==> config.mk <==
export PLATFORM = sky130hd
export DESIGN_NAME = cmac_accumulator
export DESIGN_NICKNAME = d
export VERILOG_FILES = /design/src/rtl/cmac_accumulator.sv
export SDC_FILE = /design/constraint.sdc
export NUM_CORES = 1
export LEC_CHECK = 0
export CAP_MARGIN = 10
export CORE_MARGIN = 1
export CORE_UTILIZATION = 35
export DETAILED_ROUTE_END_ITERATION = 6
export GPL_TIMING_DRIVEN = 0
export PLACE_DENSITY = 0.59
export SLEW_MARGIN = 20
export SYNTH_ARGS = -nofsm -noshare
export SYNTH_HDL_FRONTEND = slang
export SYNTH_SLANG_ARGS = --single-unit
==> constraint.sdc <==
create_clock -name clk -period 3.4 [get_ports clk]
set_input_delay 0.68 -clock clk [delete_from_list [all_inputs] [get_ports clk]]
set_output_delay 0.68 -clock clk [all_outputs]
set_load 0.01 [all_outputs]
==> src/rtl/cmac_accumulator.sv <==
// rtl/cmac_accumulator.sv - complex product accumulator with valid/ready handshake (optional CMAC_SAT_EN)
module cmac_accumulator #(
    parameter int IN_W  = 16,
    parameter int ACC_W = 24,
    parameter int LEN   = 4
) (
    input  logic             clk,
    input  logic             rst_n,
    input  logic             in_valid,
    output logic             in_ready,
    input  logic [IN_W-1:0]  in_real,
    input  logic [IN_W-1:0]  in_imag,
    output logic             out_valid,
    input  logic             out_ready,
    output logic [ACC_W-1:0] out_real,
    output logic [ACC_W-1:0] out_imag,
    output logic             out_sat
);

    localparam int                CNT_W    = (LEN > 1) ? $clog2(LEN) : 1;
    localparam logic [CNT_W-1:0]  CNT_LAST = CNT_W'(LEN - 1);
    localparam logic [0:0]        ST_EMPTY = 1'b0;
    localparam logic [0:0]        ST_FULL  = 1'b1;

    logic [0:0]       state_q, state_d;
    logic [CNT_W-1:0] cnt_q, cnt_d;
    logic [ACC_W-1:0] acc_real_q, acc_real_d;
    logic [ACC_W-1:0] acc_imag_q, acc_imag_d;
    logic [ACC_W-1:0] res_real_q, res_real_d;
    logic [ACC_W-1:0] res_imag_q, res_imag_d;

    logic             first_beat;
    logic             last_beat;
    logic             accept;
    logic             final_accept;
    logic [ACC_W-1:0] ext_real, ext_imag;
    logic [ACC_W-1:0] base_real, base_imag;
    logic [ACC_W-1:0] sum_real, sum_imag;

    assign first_beat   = (cnt_q == '0);
    assign last_beat    = (cnt_q == CNT_LAST);
    assign out_valid    = (state_q == ST_FULL);
    // Only the final beat can stall: it needs the output register to be free
    // (or freed on this same edge).
    assign in_ready     = !(last_beat && out_valid && !out_ready);
    assign accept       = in_valid && in_ready;
    assign final_accept = accept && last_beat;

    assign ext_real  = ACC_W'($signed(in_real));
    assign ext_imag  = ACC_W'($signed(in_imag));
    // First beat of a vector overwrites the accumulator instead of adding to it.
    assign base_real = first_beat ? '0 : acc_real_q;
    assign base_imag = first_beat ? '0 : acc_imag_q;

`ifdef CMAC_SAT_EN
    logic ovf_real, ovf_imag;
    logic sticky_q, sticky_d;
    logic sat_q, sat_d;

    // Returns {overflow, clamped sum}; overflow only when both operands share
    // a sign and the wrapped result does not.
    function automatic logic [ACC_W:0] sat_add(input logic [ACC_W-1:0] a,
                                               input logic [ACC_W-1:0] b);
        logic [ACC_W-1:0] s;
        logic             ovf;
        s   = a + b;
        ovf = (a[ACC_W-1] == b[ACC_W-1]) && (s[ACC_W-1] != a[ACC_W-1]);
        if (ovf) begin
            s = a[ACC_W-1] ? {1'b1, {(ACC_W-1){1'b0}}} : {1'b0, {(ACC_W-1){1'b1}}};
        end
        return {ovf, s};
    endfunction

    assign {ovf_real, sum_real} = sat_add(base_real, ext_real);
    assign {ovf_imag, sum_imag} = sat_add(base_imag, ext_imag);
    assign out_sat              = sat_q;

    // Sticky clamp flag restarts with each vector and travels with its result.
    always_comb begin
        sticky_d = sticky_q;
        sat_d    = sat_q;
        if (accept) begin
            sticky_d = (first_beat ? 1'b0 : sticky_q) | ovf_real | ovf_imag;
            if (last_beat) begin
                sat_d = sticky_d;
            end
        end
    end

    // Saturation state registers.
    always_ff @(posedge clk or negedge rst_n) begin
        if (!rst_n) begin
            sticky_q <= 1'b0;
            sat_q    <= 1'b0;
        end else begin
            sticky_q <= sticky_d;
            sat_q    <= sat_d;
        end
    end
`else
    assign sum_real = base_real + ext_real;
    assign sum_imag = base_imag + ext_imag;
    assign out_sat  = 1'b0;
`endif

    assign out_real = res_real_q;
    assign out_imag = res_imag_q;

    // Beat counter, accumulator, output register and EMPTY/FULL state.
    always_comb begin
        cnt_d      = cnt_q;
        acc_real_d = acc_real_q;
        acc_imag_d = acc_imag_q;
        res_real_d = res_real_q;
        res_imag_d = res_imag_q;
        state_d    = state_q;
        if (accept) begin
            cnt_d      = last_beat ? '0 : cnt_q + CNT_W'(1);
            acc_real_d = sum_real;
            acc_imag_d = sum_imag;
        end
        if (final_accept) begin
            res_real_d = sum_real;
            res_imag_d = sum_imag;
            state_d    = ST_FULL;
        end else if (out_valid && out_ready) begin
            state_d    = ST_EMPTY;
        end
    end

    // Datapath and control state registers.
    always_ff @(posedge clk or negedge rst_n) begin
        if (!rst_n) begin
            state_q    <= ST_EMPTY;
            cnt_q      <= '0;
            acc_real_q <= '0;
            acc_imag_q <= '0;
            res_real_q <= '0;
            res_imag_q <= '0;
        end else begin
            state_q    <= state_d;
            cnt_q      <= cnt_d;
            acc_real_q <= acc_real_d;
            acc_imag_q <= acc_imag_d;
            res_real_q <= res_real_d;
            res_imag_q <= res_imag_d;
        end
    end

endmodule

## Yosys cells after proc, flatten, opt, wreduce, memory -nomap -nowiden

Cells that the tools add are included.

| storage, ports and cells | value |
|---|---|
| flip-flop bits (word level) | 99 |
| output and inout bits | 51 |

| cells by class | value |
|---|---|
| add/subtract/negate cells | 3 |
| equality and inequality tests | 1 |
| muxes and demuxes | 5 |
| reduce and logical (&&, ||, !) cells | 9 |

Operators with widths:

| operator | number |
|---|---|
| adder 24 bit | 2 |
| two-way mux 24 bit | 2 |
| logical AND 1 bit | 5 |
| adder 2 x 1 -> 2 bit (second input constant) | 1 |
| equality test 2 bit (second input constant) | 1 |
| logical NOT 1 bit | 2 |
| logical NOT 2 bit | 1 |
| two-way mux 1 bit | 2 |
| two-way mux 2 bit | 1 |
| nonzero test 2 bit | 1 |

## Logic depth before layout (Yosys ltp)

| logic depth | value |
|---|---|
| word-level depth | 7 |
| gate-level depth with buffers | 14 |

## Worst setup path before layout

Ideal clock, no wire load.

| path | value |
|---|---|
| path type | register to register |
| start point | reg cnt_q[0] |
| end point | reg res_real_q[20], in the netlist out_real[20] |
| arrival | 3.293 ns |
| data required time | 3.275 ns |
| path slack | -0.017 ns |
| cell stages (with the launch flop) | 15 |
| buffers on the path | 2 |
| period minus slack after synthesis | 3.417 ns |
| path through | dfrtp_1 -> inv_1 -> ha_1 -> clkbuf_1 -> clkbuf_1 -> nor2b_1 -> ha_1 -> fa_1 -> a21o_1 -> a211oi_2 -> o31ai_4 -> a211oi_2 -> o211ai_1 -> xor2_1 -> mux2_2 |

| on the way | value |
|---|---|
| longest elaborated chain between the ends | 6 |
| elaborated cells on any way between the ends | 9 |
| those cells by class | add/sub (1); eq/ne (1); mux (1); reduce/logical (6) |

RTL lines:

| what | line | text |
|---|---|---|
| from (decl) | 26 | `logic [CNT_W-1:0] cnt_q, cnt_d;` |
| from (signal assigned) | 142 | `cnt_q <= cnt_d;` |
| branches (longest 6 deep; another with adder 24 bit) | n/a |  |
| to (signal assigned) | 145 | `res_real_q <= res_real_d;` |
| to (decl) | 29 | `logic [ACC_W-1:0] res_real_q, res_real_d;` |

Parallel ways; which one is timed is not known.
A chain may end at the register's enable or synchronous reset.

## Final worst setup path

| path | value |
|---|---|
| start point | reg cnt_q[0] |
| end point | reg acc_real_q[20] |

| on the way | value |
|---|---|
| longest elaborated chain between the ends | 5 |
| elaborated cells on any way between the ends | 8 |
| those cells by class | add/sub (1); eq/ne (1); mux (1); reduce/logical (5) |

RTL lines:

| what | line | text |
|---|---|---|
| branches (longest 5 deep; another with adder 24 bit) | n/a |  |
| to (signal assigned) | 143 | `acc_real_q <= acc_real_d;` |
| to (decl) | 27 | `logic [ACC_W-1:0] acc_real_q, acc_real_d;` |

Parallel ways; which one is timed is not known.

==> summary.md <==
| Metric | Value |
|---|---|
| Reg area | `about 2500 um2` |
| 1st-pass router iterations | `6` |
| Fin area | `8168 um2` |
| Drt wl/cell | `about 16 um` |
| Number of global-route vias before repair | `between 5000 and 6000` |
| Placed cell areas | `around 7700 um2` |
| Width of the die | `about 140 um` |
| FP Rows | `49` |
| Status | `finished, violations left` |
| Distinct cells, synth | `approximately 60` |
| GRT Total Usage | `0.1877` |
| Pleak | `between 0.003 and 0.004 uW` |
| RSZ-0062 raised after global routing | `false` |
| Failing checks | `DRC` |
| Hold WC Path Type | `input port to asynchronous set/reset pin` |
| Post-synth top flop | `dfrtp_1` |
| DRT iter0 DRCs | `around 310` |
| Power density over the cells | `a little over 1000 nW/um2` |
| Startpoint class of the critical path | `flop` |
| DRC viols | `5` |
| Initial antenna violation count | `0` |
| Top routing layer in use | `met4` |
| Data arrival time of the critical path | `about 3500 ps` |
| Max-cap violations | `0` |
| # nets final | `between 900 and 1000` |
| Clk pin slew, worst setup/hold paths | `around 70 ps` |
| Starting Density | `0.3616` |
| CP required | `between 3000 and 4000 ps` |
| Remaining antenna violation count | `0` |
| Post-synth EDFFs | `0` |
| Port Buffers | `85` |
| Leading cell type in the layout, fill and taps excluded | `nand2_1` |
| Root Buffer | `clkbuf_16` |
| Via count | `5638` |
| Syn nets | `between 800 and 900` |
| Placement Setup Slack | `-718.5 ps` |
| CTS tree | `yes` |
| Number of synthesized register bits | `99` |
| Fmax | `between 300 and 400 MHz` |
| Diode count | `0` |
| Met1 wire length | `between 8000 and 9000 um` |
| Multi-input gate area | `3983 um2` |
| I/O pin cnt | `87` |
| Largest net degree at the start of global routing | `74` |
| Synthesis-to-finish area growth | `24.49%` |
| Final hold violation count | `0` |
| Routed WL | `17380 um` |
| Die area | `approximately 19000 um2` |
| Max-slew violations | `0` |
| Kind of critical path | `flop to flop` |
| First-pass GRT wire length | `approximately 29000 um` |
| Avg Synthesized Cell Area | `about 8.7 um2` |
| Fill cell count | `1853` |
| Grt total ovfl | `0` |
| Worst-Margin Slew | `approximately 780 ps` |
| Placer Congestion | `around 0.86` |
| Hold-fix buffers, CTS | `0` |
| Final clock skew | `around 8 ps` |
| Crit path buffers/inverters | `3` |
| Hpwl dp | `12790 um` |
| Clock Latency Late Sink | `between 300 and 400 ps` |
| Tcrit/Tclk final | `0.9491` |
| H-tree depth | `3` |
| Commonest cells after routing, fill and taps aside | `nand2_1, dfrtp_1, clkdlybuf4s50_1` |
| Core box area | `~18000 um2` |
| Async S/R FF share, synth | `1.000` |
| Via density | `around 5.1` |
| Layout cells sized above 1 | `0.08661` |
| Setup Total Neg Slack | `0 ps` |
| Slew HR | `0.4786` |
| Die height | `~140 um` |
| Synth warnings | `0` |
| Metal3 WL | `approximately 740 um` |
| Max stage delay cell, worst path | `dfrtp_1` |
| Worst-path fanout max | `10` |
| Routed wl met2 | `between 8000 and 9000 um` |
| CTS Buf Count | `9` |
| Synth Cell Area | `6561 um2` |
| Sequential share of the synthesized area | `0.3776` |
| Peak VDD IR | `0.3715 mV` |
| Period minus WS final | `about 3200 ps` |
| Slowest stage delay, CP | `slightly below 400 ps` |
| Worst-path cell chain | `inv_2, ha_4, buf_8, clkbuf_16, nor2b_1, ha_2, fa_2, a21o_1, a211oi_4, o31ai_4, a211oi_2, o211ai_1, xor2_1, mux2_2` |
| Clock Path Buffers | `2` |
| Final Core Density | `0.4501` |
| Mapped Cells | `roughly 760` |
| Post-route setup slack | `between 150 and 200 ps` |
| Top Family by Delay on Critical Path | `compound AO/OA/AOI/OAI gates` |
| Setup violators final | `0` |
| Setup crit end kind | `flop` |
| CTS sink count | `just under 100` |
==> registers in the layout (all words and copies together), names as in the netlist <==
register / cells
out_real: 24
acc_real_q: 24
out_imag: 24
acc_imag_q: 24
out_valid: 1
cnt_q: 2
==> metrics by stage <==
stage	std cells	hold slack, ps	power, uW
6_report	1095	183.4	8281
5_1_grt	1095	195.7	9032
4_1_cts	1089	187.7	8230
3_5_place_dp	1072	454.9	7047
3_3_place_gp	1071	451.3	6990
2_1_floorplan	757	384.4	5537
==> cell usage after synthesis, types with 3 or more instances <==
library cell  count  share of area
nand4_1           9         0.0086
o21ai_0          34          0.026
a31oi_1           3         0.0029
xor2_1           13          0.017
nor2_1           37          0.021
and2_1            3         0.0029
nor3_1            6         0.0046
mux2_2           23          0.039
ha_1             48          0.092
nor4_1            3         0.0029
clkbuf_1         23          0.013
buf_1             6         0.0034
a221oi_1          3         0.0040
nor3b_1           3         0.0034
o31ai_1           4         0.0046
o21ai_1          13         0.0099
a21oi_2           3         0.0040
a21oi_1          47          0.036
nand2b_1          7         0.0067
nand3_1          16          0.012
and3_1            3         0.0029
inv_1            11         0.0063
o21a_1            8         0.0092
xnor2_1          24          0.032
a211oi_1          5         0.0057
a21o_1           10          0.011
nand2_1         184           0.11
mux2i_1           5         0.0076
nor2b_1          54          0.051
dfrtp_1          99           0.38
o21bai_1          3         0.0034
o211ai_1          7         0.0080
==> area by class of cell <==
cell class,count,share of cell area
tap,229,0.03508
clock inverter,2,0.004289
multi-input combinational,617,0.4876
clock buffer,14,0.03110
timing repair buffer,94,0.1150
buffer,29,0.01854
sequential,99,0.3033
inverter,11,0.005055
==> repair_timing <==
item	in CTS	in global routing
endpoints found under the setup margin	62	32
pin swaps	3	8
buffers inserted	1	7
resized for setup	12	13
endpoints found under the hold margin	0	0
cloned	0	0
==> path summary, 6_finish.rpt <==
check / start / end / slack, ps / cells past startpoint
max: cnt_q[0] / acc_real_q[20] / 170 / 14
min: rst_n / out_imag[6] / 180 / 1
max in group asynchronous: rst_n / acc_real_q[21] / 2560 / 2
min reg2reg: acc_real_q[14] / acc_real_q[14] / 470 / 2
min in group clk: acc_real_q[14] / acc_real_q[14] / 470 / 2
max reg2reg: cnt_q[0] / acc_real_q[20] / 170 / 14
==> cells by family after synthesis <==
kind of cell	after synthesis	synth area share
buf+inv	41	0.02403
other cells	1	0.0005715
compound gates	165	0.1646
mux	28	0.04710
simple gates	335	0.2357
fa+ha+maj	50	0.09764
flops	99	0.3776
xor+xnor	38	0.05282
==> where the power goes <==
group | total, uW | switching [uW] | internal [uW]
logic | 5180 | 2790 | 2390
registers | 2060 | 299 | 1760
clock network | 1050 | 455 | 591
total | 8280 | 3540 | 4740
==> layer usage <==
| layer | vias up | track usage |
|---|---|---|
| met5 | - | 0 |
| met4 | 0 | 0.03977 |
| met3 | 14 | 0.03971 |
| met2 | 95 | 0.3099 |
| met1 | 2685 | 0.2527 |
| li1 | 2844 | - |
Power figures use the tool's default switching activity.
